$ cat src/rtl/gate_selftest_ctrl.sv
// gate_selftest_ctrl: self-test sequencer for a 2-input combinational gate.
// It steps {b,a} through 00,01,10,11 and holds each vector for STEP_CYCLES
// clocks. At the end of each hold it samples gate_y against the EXPECT truth
// table. It then reports pass, the mismatch count and the first failing vector.
module gate_selftest_ctrl #(
    parameter int         STEP_CYCLES = 10,
    parameter logic [3:0] EXPECT      = 4'b1000
) (
    input  logic       clk,
    input  logic       rst_n,
    input  logic       start,
    input  logic       abort,
    output logic       gate_a,
    output logic       gate_b,
    input  logic       gate_y,
    output logic       busy,
    output logic       done,
    output logic       pass,
    output logic [2:0] err_count,
    output logic [1:0] first_fail
);

    localparam int CNT_W = (STEP_CYCLES > 1) ? $clog2(STEP_CYCLES) : 1;
    localparam logic [CNT_W-1:0] CNT_LAST = CNT_W'(STEP_CYCLES - 1);
    localparam logic [CNT_W-1:0] CNT_ONE  = CNT_W'(1);

    localparam logic [1:0] S_IDLE   = 2'd0;
    localparam logic [1:0] S_HOLD   = 2'd1;
    localparam logic [1:0] S_FINISH = 2'd2;

    logic [1:0]       rst_sync_reg;
    logic             rst_int_n;
    logic [1:0]       state_reg;
    logic [1:0]       idx_reg;
    logic [CNT_W-1:0] cnt_reg;
    logic             miss;
    logic [1:0]       idx_next;

    // Reset synchronizer: the reset asserts immediately and is released only on a clock edge.
    always_ff @(posedge clk or negedge rst_n) begin
        if (!rst_n) begin
            rst_sync_reg <= 2'b00;
        end else begin
            rst_sync_reg <= {rst_sync_reg[0], 1'b1};
        end
    end

    assign rst_int_n = rst_sync_reg[1];
    assign miss      = (gate_y != EXPECT[idx_reg]);
    assign idx_next  = idx_reg + 2'd1;

    // Sequencer: IDLE waits for start, HOLD walks the four vectors, FINISH pulses done.
    always_ff @(posedge clk or negedge rst_int_n) begin
        if (!rst_int_n) begin
            state_reg  <= S_IDLE;
            idx_reg    <= 2'd0;
            cnt_reg    <= '0;
            gate_a     <= 1'b0;
            gate_b     <= 1'b0;
            busy       <= 1'b0;
            done       <= 1'b0;
            pass       <= 1'b0;
            err_count  <= 3'd0;
            first_fail <= 2'd0;
        end else if (abort) begin
            // Abort wins over everything, including a simultaneous start.
            state_reg  <= S_IDLE;
            idx_reg    <= 2'd0;
            cnt_reg    <= '0;
            gate_a     <= 1'b0;
            gate_b     <= 1'b0;
            busy       <= 1'b0;
            done       <= 1'b0;
            pass       <= 1'b0;
            err_count  <= 3'd0;
            first_fail <= 2'd0;
        end else begin
            case (state_reg)
                S_IDLE: begin
                    done <= 1'b0;
                    if (start) begin
                        state_reg  <= S_HOLD;
                        idx_reg    <= 2'd0;
                        cnt_reg    <= '0;
                        gate_a     <= 1'b0;
                        gate_b     <= 1'b0;
                        busy       <= 1'b1;
                        pass       <= 1'b0;
                        err_count  <= 3'd0;
                        first_fail <= 2'd0;
                    end
                end
                S_HOLD: begin
                    if (cnt_reg == CNT_LAST) begin
                        cnt_reg <= '0;
                        if (miss) begin
                            err_count <= err_count + 3'd1;
                            if (err_count == 3'd0) begin
                                first_fail <= idx_reg;
                            end
                        end
                        if (idx_reg == 2'd3) begin
                            // The final sample is folded into pass on the way out.
                            state_reg <= S_FINISH;
                            gate_a    <= 1'b0;
                            gate_b    <= 1'b0;
                            done      <= 1'b1;
                            pass      <= (err_count == 3'd0) && !miss;
                        end else begin
                            idx_reg <= idx_next;
                            gate_a  <= idx_next[0];
                            gate_b  <= idx_next[1];
                        end
                    end else begin
                        cnt_reg <= cnt_reg + CNT_ONE;
                    end
                end
                S_FINISH: begin
                    state_reg <= S_IDLE;
                    idx_reg   <= 2'd0;
                    done      <= 1'b0;
                    busy      <= 1'b0;
                end
                default: begin
                    state_reg <= S_IDLE;
                    idx_reg   <= 2'd0;
                    cnt_reg   <= '0;
                    gate_a    <= 1'b0;
                    gate_b    <= 1'b0;
                    busy      <= 1'b0;
                    done      <= 1'b0;
                end
            endcase
        end
    end

endmodule

$ cat config.mk
export PLATFORM = sky130hd
export DESIGN_NAME = gate_selftest_ctrl
export DESIGN_NICKNAME = d
export VERILOG_FILES = /design/src/rtl/gate_selftest_ctrl.sv
export SDC_FILE = /design/constraint.sdc
export NUM_CORES = 1
export LEC_CHECK = 0
export CAP_MARGIN = 5
export CORE_UTILIZATION = 48
export DETAILED_ROUTE_END_ITERATION = 16
export PLACE_DENSITY = 0.74
export SYNTH_ARGS = -nofsm -noshare
export SYNTH_HDL_FRONTEND = slang
export SYNTH_SLANG_ARGS = --single-unit
$ cat constraint.sdc
create_clock -name clk -period 0.8 [get_ports clk]
set_input_delay 0.08 -clock clk [delete_from_list [all_inputs] [get_ports clk]]
set_output_delay 0.08 -clock clk [all_outputs]
set_load 0.01 [all_outputs]
==> impl_metrics.ini, run 1 <==
[place]
place.gp.congestion = 0.907
port_buffers = 14
dpl.hpwl_um = 2160

[synth]
syn_area_per_cell_um2 = 10.4
synth_xor_area_share_pct = 1.53
yosysWarnings = 0
synth-simple-area-share_pct = 22.4
synth_top_area_share_pct = 43.6
syn_inst = 110
synth_edf_count = 0
ys_top_cells_by_count = dfrtp_1, inv_1, nor2b_1
syn_nets = 120
netlist_area_um2 = 1150
yosysTopAreaCell = dfrtp_1
synthArstFlopShare_pct = 100
synthTopCellsByArea = dfrtp_1, ha_1, nor2b_1
synthMuxAreaShare_pct = 0.872
synth-adder-area-share_pct = 5.45
ys_seq_area_share_pct = 43.6
synth.most_common_cell = dfrtp_1
ys_seq_elements = 20
synth_compound_area_share_pct = 20.2
synth_top_family_by_area = simple AND/OR/NAND/NOR gates
synth_cell_types = 43
ys.flop_type = dfrtp_1

[worst_setup_path]
critPathMaxFanout = 5
crit_type = reg -> reg
crit_required_ns = 1.03
worst-path-buf-inv = 1
cp_cell_sequence = inv_2, ha_4, nand3b_1, nor4_2, o21bai_1
slowest_stage = dfrtp_1
critPathTopFamily = simple AND/OR/NAND/NOR gates
cp.arrival_ns = 1.65
r2r_slack_ns = -0.62
worst_setup_path_end_kind = flop
critical-path-max-stage-delay_ns = 0.41
start_kind = flop

[floorplan]
initial_core_util_pct = 51.4
row_count = 17
die_w_um = 50.9
fp.dieH_um = 50.9
io_pins = 15
die_area_um2 = 2590
core_region_area_um2 = 2230

[power]
power_mw = 1.84
vdd_drop_max_mv = 0.800
p_leak_nw = 0.860
power_density_nw_per_um2 = 1040

[clock_network]
cts.sinks = 20
cts_buffer_depth = 2
root_buffer = clkbuf_4
cts_tree = done
clkTransAtPathRegs_ns = 0.11
cts_htree_levels = 1
worstSkewPairLatency_ns = 0.29
cts_buffers = 3

[finish]
nFillCells = 133
fin_nets = 175
multi_input_area_um2 = 731
layout-drive-gt1-share_pct = 49.7
area_growth_pct = 55.3
insertedDiodeCount = 0
largest_reg_flops = 4
final_util_pct = 79.8
regArea_um2 = 503

[grt]
antenna_found_initial = 0
grt_use_met3_pct = 2.68
track_usage_pct = 28.5
grt-busiest-layer = met2
grt_pass1_vias = 1105
globalRouteMet1Util_pct = 37.2
grt_max_degree = 19
grt_pass1_wl_um = 5350
grt-ovfl-total = 0
met2_usage_pct = 49.6

[sta]
grt_setup_unrepaired = yes
max_clock_freq_mhz = 703
period_needed_ns = 1.42
final.setup.tns_ns = -10.61
period_share_pct = 178
whs_ns = 0.204
fin_ws_ns = -0.622
hold_viol = 0
clock_skew_ns = 0.00515
slew_violations = 0
setup_viol = 28

[outcome]
run_status = complete, but fails checks
violations = negative setup slack

[drt]
vias = 1120
dr.first_iter.drc_count = 19
dr.pass1.iters = 4
drc = 0
ant_nets = 0
routed_via_density = 5.86
wire_per_inst_um = 17.3
routed_wl_um = 3310

[job]
drv_cap = 0

[min_path]
hp-class = reg -> async
## path summary, 6_finish.rpt
check / from / to / depth (start not counted)
min in group clk: rst_sync_reg[0] / rst_sync_reg[1] / 0
worst max register to register: cnt_reg[1] / gate_a / 5
worst min register to register: rst_sync_reg[1] / busy / 1
worst min-delay path: rst_sync_reg[1] / busy / 1
worst max-delay path: cnt_reg[1] / gate_a / 5
max in group asynchronous: rst_n / rst_sync_reg[0] / 2
## metal layers
layer,vias up,part of all wire [%]
li1,514,-
met1,574,43
met2,30,52
met3,2,3.5
met4,0,0.78
met5,-,0
## worst register-to-register path, delay by kind of cell (launching register included)
family          cells  cell delay [ns]
simple gates        2             0.57
fa+ha+maj           1             0.14
compound gates      1             0.15
flops               1             0.41
buf+inv             1             0.08
## cell families after synthesis
kind of cell / count (synthesis)
XOR/XNOR: 2
other: 1
AO/OA/AOI/OAI: 29
AND/OR/NAND/NOR: 40
adder cells (fa/ha/maj): 5
multiplexers: 1
buffers and inverters: 12
flip-flops: 20
## metrics by stage
| stage | cells | cell area [um^2] | setup slack (ns) |
|---|---|---|---|
| after detailed placement | 176 | 1540 | -0.792 |
| after global placement | 176 | 1540 | -0.746 |
| final | 191 | 1780 | -0.622 |
| after CTS | 186 | 1710 | -0.609 |
| after global routing | 191 | 1780 | -0.726 |
| after floorplan | 110 | 1200 | -0.561 |
## cell type report
type                       count  share of cell area, %
timing repair buffer          55                   26.1
inverter                       7                   1.47
clock buffer                   3                   1.26
tap                           28                   1.97
multi-input combinational     78                   41.0
sequential                    20                   28.2
## power by group
group          leakage, nW  switching [mW]  internal, mW  total, mW
logic                0.577           0.160         0.164      0.324
clock network       0.0138           0.303         0.175      0.478
registers            0.269          0.0145          1.03       1.04
## what timing repair did
| action | in CTS | in global routing |
|---|---|---|
| gates resized for setup | 68 | 11 |
| setup endpoints to repair | 28 | 28 |
| pin swaps | 8 | 2 |
| setup buffers | 8 | 7 |
| hold endpoints to repair | 2 | 0 |
| hold buffers | 1 | 0 |
| cloned | 0 | 0 |
## cell usage in the layout, fill, tap and decap left out, drive strengths merged, types with 5 or more instances in the layout
master,n
buf,50
dfrtp,20
ha,5
inv,7
nand2,5
nand3,6
nor2,5
nor2b,7
No activity file was read; power rests on OpenSTA's default activity.
==> run 2, diff against run 1 <==
- ABC_AREA: default -> 1
- PLACE_DENSITY: 0.74 -> default
- PLACE_DENSITY_LB_ADDON: default -> 0.25
- REMOVE_ABC_BUFFERS: default -> 1
==> impl_metrics.ini, run 2 <==
[drt]
routed_via_density = 5.59
dr.first_iter.drc_count = 45
ant_nets = 0
dr.pass1.iters = 4
vias = 1330
drc = 0
routed_wl_um = 4500
wire_per_inst_um = 18.9

[worst_setup_path]
start_kind = flop
critical-path-max-stage-delay_ns = 0.44
r2r_end = err_count[0]
crit_path_frequent_cell = nand2_2
crit_start = idx_reg[1]
r2r_slack_ns = -0.63
reg2reg_from = idx_reg[1]
cp_cell_sequence = ha_4, inv_4, nand2_2, nand2_2, nor2_4, nor2_4, nand2_2, nand2_1, nand2_1
crit_type = reg -> reg
worst_setup_path_end_kind = flop
crit_required_ns = 1.01
slowest_stage = dfrtp_1
critPathMaxFanout = 4
rr_worst_depth = 9
crit_end = err_count[0]
cp.arrival_ns = 1.64

[synth]
synthTopCellsByArea = dfrtp_1, nand2_1, ha_1
syn_area_per_cell_um2 = 8.45
synth_top_area_share_pct = 42.3
ys_seq_area_share_pct = 42.3
yosysTopAreaCell = dfrtp_1
syn_inst = 140
synth.most_common_cell = nand2_1
synth_edf_count = 0
ys.flop_type = dfrtp_1
yosysWarnings = 0
synth_cell_types = 26
synthArstFlopShare_pct = 100
netlist_area_um2 = 1180
ys_seq_elements = 20
ys_top_cells_by_count = nand2_1, dfrtp_1, inv_1, nand3_1, nor2_1

[place]
place.gp.congestion = 0.883
port_buffers = 14
dpl.hpwl_um = 2140
dpl_cell_area_um2 = 1600

[floorplan]
io_pins = 15
initial_core_util_pct = 52.0
row_count = 17
core_region_area_um2 = 2280
die_w_um = 51.6
fp.dieH_um = 51.6
die_area_um2 = 2670

[clock_network]
cts_buffers = 3
cts_tree = done
cts_buffer_depth = 2
root_buffer = clkbuf_4
cts_htree_levels = 1
worstSkewPairLatency_ns = 0.31
cts.sinks = 20
clkTransAtPathRegs_ns = 0.13

[finish]
fin_nets = 221
final_common_cell = buf_4
insertedDiodeCount = 0
postLayoutCellArea_um2 = 2040
layout-drive-gt1-share_pct = 61.0
area_growth_pct = 72.6
final_cell_mix = buf_4, nand2_1, dfrtp_1, buf_6, nand2_2
final_util_pct = 89.7
largest_reg_flops = 4

[sta]
period_share_pct = 179
setup_viol = 28
fin_ws_ns = -0.631
final.setup.tns_ns = -11.23
max_clock_freq_mhz = 699
slew_violations = 0
hold_viol = 0
grt_setup_unrepaired = yes
period_needed_ns = 1.43
clock_skew_ns = 0.00522

[power]
p_sw_share_pct = 30.3
seqPwrFrac_pct = 38.9
vdd_drop_max_mv = 1.53
power.switching_mw = 0.866
power_frac_comb_pct = 30.7
p_leak_nw = 1.02
power_density_nw_per_um2 = 1400
power_frac_clock_pct = 30.3
intPower_mw = 1.99

[grt]
antenna_found_initial = 0
grt-ovfl-total = 0
grt_pass1_wl_um = 5600
grt_max_degree = 13
track_usage_pct = 29.0
grt_pass1_vias = 1218

[min_path]
hp-class = reg -> async

[outcome]
run_status = complete, but fails checks
violations = negative setup slack

[job]
drv_cap = 0
-- run 2: cell families after synthesis --
group                      Yosys count  synth area share (%)
AOI/OAI and AO/OA                   13                  7.30
other                                1                 0.317
adders and majority gates            5                  5.29
DFF                                 20                  42.3
buffers and inverters               18                  6.35
and+or+nand+nor                     83                  38.4
-- run 2: timing repair --
action	in CTS	in global routing
hold buffers	1	0
endpoints found under the setup margin	28	28
gates cloned	0	0
gates resized for setup	83	28
pin swaps	17	23
buffers inserted	10	11
hold endpoints to repair	2	0
-- run 2: layout make-up --
cell class | count | area [um^2]
clock buffers | 3 | 22.5
clock inverters | 1 | 30.0
fillers | 90 | 235
inverters | 17 | 73.8
multi-input cells | 102 | 813
flip-flops and latches | 20 | 503
well taps | 28 | 35.0
repair buffers | 67 | 563
-- run 2: metal layers --
layer | vias up | GRT usage [%] | part of all wire, %
li1 | 586 | - | -
met1 | 663 | 36.1 | 39
met2 | 64 | 51.5 | 50
met3 | 17 | 3.80 | 6.4
met4 | 0 | 9.46 | 3.8
met5 | - | 0 | 0
-- run 2: worst min path at each step --
stage                     slack, ns            start  cells after the start               to
after floorplan               -0.22            rst_n                      0  rst_sync_reg[0]
after global placement         0.17  rst_sync_reg[1]                      1           gate_b
after detailed placement       0.17  rst_sync_reg[1]                      1       idx_reg[1]
after CTS                      0.18  rst_sync_reg[1]                      1       idx_reg[0]
after global routing           0.23  rst_sync_reg[1]                      1       idx_reg[1]
final                          0.23  rst_sync_reg[1]                      1       idx_reg[1]
-- run 2: through the flow --
step                setup WS, ns  power [mW]  cells  hold WS (ns)
CTS                       -0.493        2.66    228         0.185
global placement          -0.742        1.66    213         0.165
detailed placement        -0.685        1.68    213         0.171
finish                    -0.631        2.85    238         0.233
floorplan                 -0.510        1.40    139        -0.216
global route              -0.638        2.94    238         0.233
-- run 2: critical path: cells and delay by family, from the launching register on --
family	cells	cell delay [ns]
buf+inv	1	0.07
simple gates	7	0.58
flops	1	0.44
fa+ha+maj	1	0.20
-- run 2: power groups by stage --
| stage | Combinational (mW) | Clock (mW) | Sequential (mW) |
|---|---|---|---|
| 2_1_floorplan | 0.254 | 0 | 1.14 |
| 3_3_place_gp | 0.549 | 0 | 1.12 |
| 3_5_place_dp | 0.560 | 0 | 1.12 |
| 4_1_cts | 0.699 | 0.856 | 1.10 |
| 5_1_grt | 0.923 | 0.906 | 1.11 |
| 6_report | 0.877 | 0.866 | 1.11 |
==> run 3, diff against run 2 <==
- PLACE_DENSITY: default -> 0.73
- PLACE_DENSITY_LB_ADDON: 0.25 -> default
==> impl_metrics.ini, run 3 (synthesis results as in run 2) <==
[power]
p_leak_nw = 0.950
power_frac_clock_pct = 20.9
power.switching_mw = 0.751
power_frac_comb_pct = 31.7
vdd_drop_max_mv = 1.65
power_density_nw_per_um2 = 1240
intPower_mw = 1.59
p_sw_share_pct = 32.1
seqPwrFrac_pct = 47.4
power_mw = 2.34

[floorplan]
io_pins = 15
core_region_area_um2 = 2280
die_area_um2 = 2670
row_count = 17
initial_core_util_pct = 52.0
fp.dieH_um = 51.6
die_w_um = 51.6

[sta]
whs_ns = 0.201
fin_ws_ns = -0.598
grt_setup_unrepaired = yes
final.setup.tns_ns = -10.99
slew_violations = 0
period_share_pct = 175
setup_viol = 28
hold_viol = 0
max_clock_freq_mhz = 715
period_needed_ns = 1.40
clock_skew_ns = 0.00144

[worst_setup_path]
crit_required_ns = 1.00
cp.arrival_ns = 1.60
start_kind = flop
crit_type = reg -> reg
critPathMaxFanout = 3
worst_setup_path_end_kind = flop

[drt]
wire_per_inst_um = 15.3
dr.pass1.iters = 4
ant_nets = 0
routed_wl_um = 3520
dr.first_iter.drc_count = 31
routed_via_density = 5.22
vias = 1201
drc = 0

[grt]
track_usage_pct = 26.9
antenna_found_initial = 0
grt_max_degree = 19
grt-ovfl-total = 0
grt_pass1_vias = 1178
grt_pass1_wl_um = 5180

[clock_network]
cts_htree_levels = 1
cts_buffers = 3
cts_buffer_depth = 2
cts.sinks = 20
cts_tree = done
clkTransAtPathRegs_ns = 0.11
root_buffer = clkbuf_4
worstSkewPairLatency_ns = 0.30

[place]
dpl.hpwl_um = 2010
place.gp.congestion = 0.943
port_buffers = 14
dp_slack_ns = -0.658

[outcome]
run_status = complete, but fails checks
violations = negative setup slack

[finish]
insertedDiodeCount = 0
final_cell_mix = buf_4, nand2_1, dfrtp_1, nand2_2, inv_1
area_growth_pct = 59.8
layout-drive-gt1-share_pct = 55.9
fin_nets = 214
largest_reg_flops = 4
nFillCells = 110
final_common_cell = buf_4

[job]
drv_cap = 0

[min_path]
hp-class = reg -> async
## run 3: changes by cell type in the layout (fill, tap and decap cells not counted), sizes merged
cell	previous run	this run
dlygate4sd2	0	1
buf	62	54
bufinv	1	0
## run 3: area by class of cell
class	instances	area [um^2]	area share, %
Inverter	17	68.8	3.64
Clock buffer	3	22.5	1.19
Tap cell	28	35.0	1.85
Sequential cell	20	502	26.6
Multi-Input combinational cell	102	774	41.0
Timing Repair Buffer	60	487	25.8
## run 3: stage by stage
stage | area, um^2 | utilization (%) | std cells
final | 1890 | 83.0 | 230
after global routing | 1890 | 83.0 | 230
after CTS | 1790 | 78.4 | 226
after detailed placement | 1570 | 68.9 | 209
after global placement | 1570 | 68.9 | 209
after floorplan | 1170 | - | 139
## run 3: what timing repair did
item                                    4_1_cts  5_1_grt
endpoints found under the setup margin       28       28
pin swaps                                    18       15
hold buffers                                  1        0
hold endpoints to repair                      2        0
gates resized for setup                      68       20
setup buffers                                13        4
## run 3: worst paths after layout
check                             endpoint  slack [ns]  depth (start not counted)            start
max                          first_fail[0]       -0.60                         10     err_count[1]
min                           err_count[1]        0.20                          1  rst_sync_reg[1]
max reg2reg                  first_fail[0]       -0.60                         10     err_count[1]
min reg2reg                   err_count[1]        0.20                          1  rst_sync_reg[1]
max in group asynchronous  rst_sync_reg[0]        0.22                          2            rst_n
min in group clk           rst_sync_reg[1]        0.37                          0  rst_sync_reg[0]
## run 3: power by group through the flow
| stage | combinational [mW] | clock (mW) | sequential, mW |
|---|---|---|---|
| global route | 0.799 | 0.526 | 1.12 |
| CTS | 0.648 | 0.504 | 1.11 |
| global placement | 0.529 | 0 | 1.12 |
| finish | 0.742 | 0.490 | 1.11 |
| floorplan | 0.254 | 0 | 1.14 |
| detailed placement | 0.540 | 0 | 1.12 |
## run 3: critical path, stage by stage (launching register included)
cell     delay (ns)
dfrtp_1        0.41
buf_6          0.14
inv_2          0.07
ha_4           0.13
nand2_2        0.06
nand2_1        0.05
nor2_1         0.04
nor2_1         0.11
nand3_1        0.13
nand2_1        0.10
nand2_1        0.06
## run 3: layer usage
layer,vias to the layer above,part of all wire (%),global-route usage [%]
met5,-,0,0
met2,40,49,46.3
met3,12,4.9,2.63
met1,575,42,32.9
met4,0,3.3,14.0
li1,574,-,-
